**src/rtl/load_store_unit_pkg.sv**
```systemverilog
// load_store_unit_pkg: size encodings, FSM states and address shift shared by the load/store unit
package load_store_unit_pkg;
  localparam logic [1:0] SZ_BYTE = 2'b00;
  localparam logic [1:0] SZ_HALF = 2'b01;
  localparam logic [1:0] SZ_WORD = 2'b10;
  localparam logic [1:0] SZ_RSVD = 2'b11;
  localparam int ADDR_SHIFT = 2;
  typedef enum logic [2:0] {IDLE, RD, EXT, MERGE, WR} state_t;
endpackage

```
**src/rtl/load_store_unit_lane_extract_merge.sv**
```systemverilog
// lane_extract_merge: little-endian lane extraction with extension, and sub-word merge into a word
module lane_extract_merge
  import load_store_unit_pkg::*;
(
  input  logic [31:0] word,
  input  logic [1:0]  offset,
  input  logic [1:0]  size,
  input  logic        sign_ext,
  input  logic [31:0] store_data,
  output logic [31:0] load_value,
  output logic [31:0] merged
);
  logic [7:0]  b;
  logic [15:0] h;
  always_comb begin
    b = word[{offset, 3'b000} +: 8];
    h = word[{offset[1], 4'b0000} +: 16];
    load_value = size == SZ_BYTE ? {{24{sign_ext & b[7]}}, b} :
                 size == SZ_HALF ? {{16{sign_ext & h[15]}}, h} : word;
    merged = word;
    if (size == SZ_BYTE) merged[{offset, 3'b000} +: 8] = store_data[7:0];
    else if (size == SZ_HALF) merged[{offset[1], 4'b0000} +: 16] = store_data[15:0];
    else merged = store_data;
  end
endmodule

```
**src/rtl/load_store_unit.sv**
```systemverilog
// load_store_unit: byte/half/word load-store initiator for a synchronous-read word-addressed memory
module load_store_unit
  import load_store_unit_pkg::*;
#(
  parameter int NUM_SLOTS  = 32,
  parameter int DATA_WIDTH = 32
) (
  input  logic                  Clk,
  input  logic                  Reset,
  input  logic                  Req,
  input  logic                  IsStore,
  input  logic [1:0]            Size,
  input  logic                  Signed,
  input  logic [31:0]           Addr,
  input  logic [DATA_WIDTH-1:0] StoreData,
  output logic                  Busy,
  output logic                  Done,
  output logic                  Error,
  output logic [DATA_WIDTH-1:0] LoadData,
  output logic [31:0]           MemAddress,
  output logic [DATA_WIDTH-1:0] MemWriteData,
  output logic                  MemRead,
  output logic                  MemWrite,
  input  logic [DATA_WIDTH-1:0] MemReadData
);
  state_t      state;
  logic [1:0]  cap_off, cap_size;
  logic        cap_signed, cap_store;
  logic [31:0] cap_data, word_addr, ext_value, merged_word;
  logic        bad;
  assign word_addr = Addr >> ADDR_SHIFT;
  assign bad = Size == SZ_RSVD || (Size == SZ_HALF && Addr[0]) ||
               (Size == SZ_WORD && Addr[1:0] != 2'b00) || word_addr >= 32'(NUM_SLOTS);
  lane_extract_merge u_lem (
    .word(MemReadData), .offset(cap_off), .size(cap_size), .sign_ext(cap_signed),
    .store_data(cap_data), .load_value(ext_value), .merged(merged_word)
  );
  always_ff @(posedge Clk) begin
    if (Reset) begin
      state <= IDLE;
      Busy <= 1'b0;
      Done <= 1'b0;
      Error <= 1'b0;
      MemRead <= 1'b0;
      MemWrite <= 1'b0;
      LoadData <= '0;
      MemAddress <= '0;
      MemWriteData <= '0;
      cap_off <= '0;
      cap_size <= '0;
      cap_signed <= 1'b0;
      cap_store <= 1'b0;
      cap_data <= '0;
    end else begin
      Done <= 1'b0;
      Error <= 1'b0;
      MemRead <= 1'b0;
      MemWrite <= 1'b0;
      case (state)
        IDLE: if (Req) begin
          cap_off <= Addr[1:0];
          cap_size <= Size;
          cap_signed <= Signed;
          cap_store <= IsStore;
          cap_data <= StoreData;
          MemAddress <= word_addr;
          if (bad) begin
            Done <= 1'b1;
            Error <= 1'b1;
          end else if (IsStore && Size == SZ_WORD) begin
            state <= WR;
            Busy <= 1'b1;
            MemWrite <= 1'b1;
            MemWriteData <= StoreData;
          end else begin
            state <= RD;
            Busy <= 1'b1;
            MemRead <= 1'b1;
          end
        end
        RD: state <= cap_store ? MERGE : EXT;
        EXT: begin
          LoadData <= ext_value;
          Done <= 1'b1;
          Busy <= 1'b0;
          state <= IDLE;
        end
        MERGE: begin
          MemWriteData <= merged_word;
          MemWrite <= 1'b1;
          state <= WR;
        end
        WR: begin
          Done <= 1'b1;
          Busy <= 1'b0;
          state <= IDLE;
        end
        default: begin
          Busy <= 1'b0;
          state <= IDLE;
        end
      endcase
    end
  end
endmodule

```
**config.mk**
```make
export PLATFORM = sky130hd
export DESIGN_NAME = load_store_unit
export DESIGN_NICKNAME = d
export VERILOG_FILES = /design/src/rtl/load_store_unit_pkg.sv /design/src/rtl/load_store_unit_lane_extract_merge.sv /design/src/rtl/load_store_unit.sv
export SDC_FILE = /design/constraint.sdc
export NUM_CORES = 1
export LEC_CHECK = 0
export ABC_CLOCK_PERIOD_IN_PS = 3000
export BUFFER_PORTS_ARGS = -buffer_cell sky130_fd_sc_hd__buf_2
export CAP_MARGIN = 0
export CORE_UTILIZATION = 25
export CTS_CLUSTER_DIAMETER = 100
export DETAILED_ROUTE_END_ITERATION = 7
export HOLD_SLACK_MARGIN = 0.1
export PLACE_DENSITY_LB_ADDON = 0.2
export SLEW_MARGIN = 15
export SYNTH_ARGS = -nofsm -noshare
export SYNTH_HDL_FRONTEND = slang
export SYNTH_HIERARCHICAL = 1
export SYNTH_SLANG_ARGS = --single-unit
```
**constraint.sdc**
```tcl
create_clock -name Clk -period 3 [get_ports Clk]
set_input_delay 0.45 -clock Clk [delete_from_list [all_inputs] [get_ports Clk]]
set_output_delay 0.45 -clock Clk [all_outputs]
set_load 0.02 [all_outputs]
```
### After elaboration in Yosys (flattened, before gate mapping)

Index checks and enable logic that the tools add are counted.

* add/subtract/negate cells: 2
* order comparisons: 1
* equal/unequal tests: 11
* shifts and indexed selects: 6
* multiplexer cells: 26
* bitwise operators: 5
* reductions and logical operators: 18

Operators by type and width (number)
* $mux 32: 7
* $bwmux 32: 2
* $pmux 32 s2: 1
* $shift 16x7->32 const A: 1
* $shift 8x7->32 const A: 1
* $shiftx 16x7->32: 1
* $shiftx 32x6->16: 1
* $shiftx 32x6->8: 1
* $shiftx 8x7->32: 1
* $ge 30x6->1 const B: 1
* $neg 5->7: 2
* $mux 1: 9
* $mux 3: 3
* $pmux 3 s3: 1
* $eq 3x2->1 const B: 2
* $ne 2x2->1 const B: 3
* $pmux 1 s2: 3
* $reduce_or 2->1: 3
* $eq 2x1->1 const B: 2
* $eq 2x2->1 const B: 2
* $reduce_and 2->1: 2
* $reduce_and 4->1: 1
* $reduce_bool 2->1: 2
* $reduce_or 4->1: 1
* other kinds (9): 16

* register bits after elaboration: 140
* output and inout port bits: 101
* word-level logic and storage cells: 83

### Longest topological paths before layout

Gate-level depths: netlist (run 1).

* depth in word-level cells: 8
* gate-level depth with buffers: 11

### Modules after synthesis

Netlist (run 1), hierarchy kept.

By module, submodules not included
* load_store_unit: times used 1, cells an instance 693, area each 5597.9 um2
* lane_extract_merge: times used 1, cells an instance 261, area each 1846.8 um2

### Worst setup path before layout (run 1)

No wires, ideal clock.

* kind: flip-flop to flip-flop
* from: register cap_off[1]
* to: register MemWriteData[10]
* setup time: 0.121 ns
* arrival: 2.341 ns
* data required time: 2.879 ns
* setup slack: 0.538 ns
* stages on the path, launching flop included: 12
* path buffers: 3
* period minus slack after synthesis: 2.462 ns
* path through: dfxtp_1 buf_4 inv_2 buf_1 ha_1 nor3b_1 and4_1 buf_2 a221o_1 nand2_1 a21oi_1 mux2_4

* word-level cells in the longest chain between the ends: 6
* elaborated cells on any way between the ends: 11

Ends and longest elaborated chain
* from (decl): line load_store_unit.sv:27 `logic [1:0] cap_off, cap_size;`
* from (signal assigned): line load_store_unit.sv:61 `cap_off <= Addr[1:0];`
* $neg 5->7: line load_store_unit_lane_extract_merge.sv:22 `else if (size == SZ_HALF) merged[{offset[1], 4'b0000} +: 16] = store_data[15:0];`
* $shiftx 16x7->32 / $shift 16x7->32 (equally long branches): line load_store_unit_lane_extract_merge.sv:22
* $bwmux 32: line load_store_unit_lane_extract_merge.sv:22
* $mux 32: line load_store_unit_lane_extract_merge.sv:22
* $mux 32 (*): line load_store_unit_lane_extract_merge.sv:21 `if (size == SZ_BYTE) merged[{offset, 3'b000} +: 8] = store_data[7:0];`
* named net merged_word[10]: line load_store_unit.sv:29 `logic [31:0] cap_data, word_addr, ext_value, merged_word;`
* $pmux 32 s2 (*): line load_store_unit.sv:59 `case (state)`
* to (signal assigned): line load_store_unit.sv:74 `MemWriteData <= StoreData;`
* to (signal assigned): line load_store_unit.sv:89 `MemWriteData <= merged_word;`
* to (decl): line load_store_unit.sv:21 `output logic [DATA_WIDTH-1:0] MemWriteData,`

Mark *: on every way through the listed nets, which the timed path passes. The rest lies on a longest branch.
A chain may end at the register's enable or synchronous reset.

### Worst setup path after layout (run 1)

* from: register cap_off[0]
* to: register MemWriteData[5]

* word-level cells in the longest chain between the ends: 5
* elaborated cells on any way between the ends: 6

Ends and longest elaborated chain (line)
* $neg 5->7 (*): load_store_unit_lane_extract_merge.sv:21
* $shiftx 8x7->32 / $shift 8x7->32 (equally long branches): load_store_unit_lane_extract_merge.sv:21
* $bwmux 32 (*): load_store_unit_lane_extract_merge.sv:21
* $mux 32 (*): load_store_unit_lane_extract_merge.sv:21
* named net merged_word[5]: load_store_unit.sv:29
* $pmux 32 s2 (*): load_store_unit.sv:59

Marked as above.

==> flow_summary_export.csv, run 1 <==
group,metric,value,unit
layout,nFillCells,3169,
global_route,grt-ovfl-total,0,
yosys,synth_edf_count,0,
routing,num_vias,7481,
yosys,ys_types,52,
clocking,cts-resized-gates,0,
power_and_ir_drop,seqPwrFrac,41.5,%
clocking,post-cts-setup-buffers,0,
yosys,yosys-top-cells-area,"dfxtp_1 38%, nand2_1 14%, a21oi_1 9.3%, mux2_4 5.6%, a22o_1 3.9%",
routing,avgRoutedWirePerCell,18.8,um
critical_path,crit_fanout,12,
clocking,cts_buffers,17,
min_path,hp-start,"Addr[2]",
critical_path,cp-end-kind,"flop",
yosys,synth_seq_area_share,37.6,%
timing,finClkSkew,11.1,ps
floorplanning,dieHeight,175,um
critical_path,crit_required,3370,ps
timing,finalCriticalPeriod,2620,ps
layout,stdcell_count,1511,
yosys,async_flop_share,0,%
floorplanning,core-area,0.0290,mm2
power_and_ir_drop,power_switching,1.39,mW
placement,placed_cells,1478,
yosys,ys_warn_count,6,
placement,io_buffers,201,
global_route,grt_pass1_vias,7349,
critical_path,crit_type,"flop to flop",
power_and_ir_drop,powerDensity,508,mW/mm2
critical_path,cp.arrival,3000,ps
power_and_ir_drop,share_comb_of_total_power,14.0,%
timing,rsz0062_at_grt,"false",
yosys,syn_avg_cell_area,7.80,um2
yosys,syn_area,0.00744,mm2
floorplanning,initial_utilization,25.7,%
floorplanning,die_area,0.0305,mm2
timing,post-route-period-util,87.4,%
routing,ant_nets,0,
routing,dr.pass1.iters,5,
clocking,cts.sinks,140,
timing,tightest_slew,1110,ps
routing,viasPerCell,4.95,
clocking,ctsHoldBuffers,0,
global_route,grt_max_degree,100,
timing,setup_viol,0,
clocking,clk_pin_slew,60,ps
job,maxCapViolations,0,
critical_path,reg2reg_from,"cap_off[0]",
status,status,"complete, no violations",
clocking,cts-root-buf,"clkbuf_16",
global_route,grt_pass1_wl,43.3,mm
yosys,synth_cells,954,
power_and_ir_drop,ir_drop,0.325,mV
critical_path,worst_setup_path_start_kind,"flop",
layout,nNetsFinal,1221,
routing,drc,0,
power_and_ir_drop,p_int,3.34,mW
floorplanning,die_x,175,um
layout,layout_commonest_cell,"nand2_1",
global_route,grt_usage,18.6,%
timing,fmax,0.381,GHz
placement,gp_congestion,0.863,
critical_path,crit_start,"cap_off[0]",
layout,area_growth,25.2,%
global_route,antenna_found_initial,5,
routing,drt_iter0_drc,534,
yosys,synth_ff_type,"dfxtp_1",
floorplanning,rows,62,
timing,slew_violations,0,
layout,drive_gt1_share,28.2,%
clocking,cts_max_level,4,
timing,finalSetupTns,0,ps
placement,dpl.hpwl,20.4,mm
floorplanning,io_pins,204,
power_and_ir_drop,power_leakage,4.07,nW
timing,slew_headroom,25.5,%
yosys,synth_largest_area_cell,"dfxtp_1",
timing,hold_violations,0,
yosys,netlist.area_leader.share,37.6,%
critical_path,reg2reg_slack,380,ps
power_and_ir_drop,pwr-share-clk,44.5,%
power_and_ir_drop,switching_share,29.4,%
min_path,hold_class,"input pin to flop",
clocking,clk_latency,430,ps
yosys,yosys_register_bits,140,
clocking,cts_tree,"done",
layout,final_cell_mix,"281 x nand2_1, 200 x buf_2, 140 x dfxtp_1",
routing,wl,28.4,mm
clocking,clockBufferDepth,2,
[synth_stat cells (all sizes together), types with 5 or more instances]
cell	n
nand2	281
dfxtp	140
a21oi	139
clkbuf	57
mux2	49
nor2b	35
a22o	33
nor2	28
o22ai	25
buf	24
o21ai	23
a221o	16
nand3	10
nor3	8
a211o	7
a221oi	7
a22oi	7
and2	7
mux2i	7
nand4	7
ha	5
inv	5
nor4	5
[registers in the layout, summed over array words and instances, names as in the netlist]
| name | cells |
|---|---|
| Busy | 1 |
| Done | 1 |
| Error | 1 |
| LoadData | 32 |
| MemAddress | 30 |
| MemRead | 1 |
| MemWrite | 1 |
| MemWriteData | 32 |
| cap_data | 32 |
| cap_off | 2 |
| cap_signed | 1 |
| cap_size | 2 |
| cap_store | 1 |
| state | 3 |
[path summary, 6_finish.rpt]
| path | end | cells past startpoint |
|---|---|---|
| worst max-delay path | MemWriteData[5] | 8 |
| worst min-delay path | MemAddress[0] | 3 |
| worst max register to register | MemWriteData[5] | 8 |
| worst min register to register | MemAddress[24] | 2 |
[power groups by stage]
stage          Clock [mW]  Combinational [mW]  Sequential (mW)
6_report             2.11               0.663             1.96
4_1_cts              2.17               0.661             1.96
5_1_grt              2.25               0.723             1.97
3_5_place_dp            0               0.658             2.00
2_1_floorplan           0               0.384             2.01
3_3_place_gp            0               0.658             2.00
[metal layers]
metal / global-route usage, % / part of all wire, % / vias up
met2: 29.5 / 46 / 273
met5: 0 / 0.17 / -
li1: - / - / 3640
met1: 23.0 / 43 / 3503
met3: 5.42 / 7.0 / 57
met4: 8.70 / 3.9 / 8
[final cells by class]
class	instances	area (um2)	share of cell area, %
inverter	6	22.5	0.242
antenna	1	2.50	0.0268
timing repair buffer	220	1180	12.6
sequential	140	2800	30.1
clock inverter	14	136	1.46
clock buffer	18	439	4.71
tap	384	480	5.15
multi-input combinational	728	4260	45.7
[per-stage QoR]
step	setup slack [ps]	utilization [%]	instance area (um2)	power, mW	hold WS [ps]
after floorplan	538	-	7450	2.39	433
after global placement	448	30.1	8740	2.66	439
after detailed placement	372	30.1	8740	2.66	443
after CTS	359	32.1	9320	4.79	241
after global routing	92.0	32.1	9320	4.94	257
final	377	32.1	9320	4.73	260
[kinds of logic (layout without fill, tap and decap cells)]
group / after synthesis / in the layout / synth area share, %
adders and majority gates: 5 / 5 / 0.840
buffers and inverters: 87 / 258 / 5.29
AOI/OAI and AO/OA: 265 / 265 / 22.5
and+or+nand+nor: 399 / 399 / 23.6
muxes: 57 / 57 / 10.1
DFF: 140 / 140 / 37.6
other: 1 / 3 / 0.0504
[worst max-delay path: stages (launching register included)]
cell,delay (ps)
dfxtp_1,490
inv_1,140
ha_1,480
nand4bb_1,250
a22oi_1,610
a22o_1,250
nand2_1,50
a21oi_1,140
mux2_4,160
Note: power is estimated with default switching activity, not from simulation.
==> run 2: changes to the inputs <==
--- a/config.mk
+++ b/config.mk
@@ -8,6 +8,7 @@
 export ABC_CLOCK_PERIOD_IN_PS = 3000
 export BUFFER_PORTS_ARGS = -buffer_cell sky130_fd_sc_hd__buf_2
 export CAP_MARGIN = 0
+export CORE_ASPECT_RATIO = 0.8
 export CORE_UTILIZATION = 25
 export CTS_CLUSTER_DIAMETER = 100
 export DETAILED_ROUTE_END_ITERATION = 7
==> flow_summary_export.csv, run 2 (synthesis gave the netlist of run 1 again) <==
group,metric,value,unit
routing,avgRoutedWirePerCell,19.0,um
routing,viasPerCell,4.96,
clocking,cts-root-buf,"clkbuf_16",
global_route,grt_max_degree,70,
timing,hold_violations,0,
layout,area_growth,25.2,%
critical_path,cp.arrival,2990,ps
layout,largestRegisters,"LoadData (32), MemWriteData (32), cap_data (32)",
placement,dpl.hpwl,20.8,mm
timing,setup_viol,0,
clocking,clk_latency,430,ps
critical_path,cp-end-kind,"flop",
timing,slew_violations,0,
layout,stdcell_count,1506,
critical_path,worst_setup_path_start_kind,"flop",
critical_path,crit_fanout,20,
placement,io_buffers,201,
routing,num_vias,7464,
timing,finalCriticalPeriod,2610,ps
clocking,cts_tree,"done",
critical_path,path_delay_family,"compound AO/OA/AOI/OAI gates",
clocking,cts.sinks,140,
timing,finalSetupTns,0,ps
floorplanning,core-area,0.0293,mm2
routing,ant_nets,0,
global_route,grt-ovfl-total,0,
floorplanning,io_pins,204,
critical_path,critPathSlowestCell,"a22oi_1",
routing,drc,0,
floorplanning,die_area,0.0305,mm2
routing,wl,28.6,mm
status,status,"complete, no violations",
timing,rsz0062_at_grt,"false",
critical_path,crit_type,"flop to flop",
timing,tightest_slew,891,ps
floorplanning,initial_utilization,25.4,%
layout,drive_gt1_share,28.3,%
clocking,cts_max_level,4,
critical_path,crit_required,3380,ps
clocking,clk_pin_slew,70,ps
global_route,grt_pass1_wl,43.4,mm
clocking,ctsHoldBuffers,0,
floorplanning,rows,56,
timing,finClkSkew,9.61,ps
layout,nNetsFinal,1222,
global_route,grt_usage,18.6,%
min_path,hold_class,"input pin to flop",
layout,layout_commonest_cell,"nand2_1",
timing,fmax,0.383,GHz
layout,final_cell_mix,"281 x nand2_1, 200 x buf_2, 140 x dfxtp_1",
timing,post-route-period-util,87.0,%
critical_path,crit_buf_inv,1,
routing,drt_iter0_drc,626,
timing,slew_headroom,40.1,%
power_and_ir_drop,ir_drop,0.410,mV
floorplanning,die_x,195,um
clocking,cts-resized-gates,0,
placement,placed_cells,1472,
routing,dr.pass1.iters,5,
clocking,post-cts-setup-buffers,0,
global_route,antenna_found_initial,3,
layout,nFillCells,3242,
clocking,clockBufferDepth,2,
floorplanning,dieHeight,156,um
power_and_ir_drop,power_leakage,4.07,nW
critical_path,crit_path_cell_trace,"inv_2, ha_1, nand4bb_1, a22oi_1, a22o_1, nand2_1, a21oi_1, mux2_4",
job,maxCapViolations,0,
power_and_ir_drop,powerDensity,511,mW/mm2
clocking,cts_buffers,17,
placement,gp_congestion,0.849,
critical_path,critPathMaxStageDelay,620,ps
global_route,grt_pass1_vias,7129,
-- run 2: cell count changes in the layout (fill, tap and decap cells not counted), sizes merged --
cell	before	now
buf	220	221
bufinv	1	2
diode	1	2
clkinvlp	3	4
inv	9	6
clkinv	7	8
-- run 2: metal layers --
| layer | track usage (%) | up-vias | part of all wire [%] |
|---|---|---|---|
| met2 | 27.6 | 262 | 43 |
| li1 | - | 3640 | - |
| met4 | 5.81 | 2 | 1.8 |
| met5 | 0 | - | 0.045 |
| met3 | 4.91 | 31 | 6.7 |
| met1 | 26.1 | 3529 | 48 |
-- run 2: layout make-up --
class	instances	area (um2)	area share, %
Clock inverter	14	145	1.56
Multi-Input combinational cell	728	4260	45.7
Sequential cell	140	2800	30.1
Inverter	6	22.5	0.242
Tap cell	377	472	5.06
Antenna cell	2	5.00	0.0537
Timing Repair Buffer	221	1170	12.6
Clock buffer	18	439	4.71
-- run 2: worst paths after layout --
path | startpoint | endpoint | slack (ps) | cells after the start
worst max register to register | cap_off[1] | MemWriteData[5] | 390 | 8
worst min-delay path | Addr[6] | MemAddress[4] | 250 | 3
worst min register to register | MemAddress[11] | MemAddress[11] | 450 | 2
worst max-delay path | cap_off[1] | MemWriteData[5] | 390 | 8
-- run 2: power breakdown --
part           total (mW)  switching, mW  internal, mW
registers            1.96         0.0469          1.91
clock network        2.13          0.890          1.24
logic               0.674          0.417         0.257
-- run 2: worst reg2reg max path, stage by stage (launching register included) --
cell       delay [ps]
dfxtp_1           340
inv_2             280
ha_1              460
nand4bb_1         260
a22oi_1           620
a22o_1            260
nand2_1            50
a21oi_1           140
mux2_4            160
-- run 2: per-stage QoR --
stage / power [mW] / instance area (um2) / worst slack (ps) / hold WS, ps / utilization (%)
2_1_floorplan: 2.39 / 7450 / 538 / 433 / -
3_3_place_gp: 2.67 / 8730 / 397 / 439 / 29.8
3_5_place_dp: 2.67 / 8730 / 335 / 445 / 29.8
4_1_cts: 4.83 / 9310 / 324 / 229 / 31.8
5_1_grt: 4.98 / 9320 / 184 / 251 / 31.8
6_report: 4.77 / 9320 / 390 / 248 / 31.8
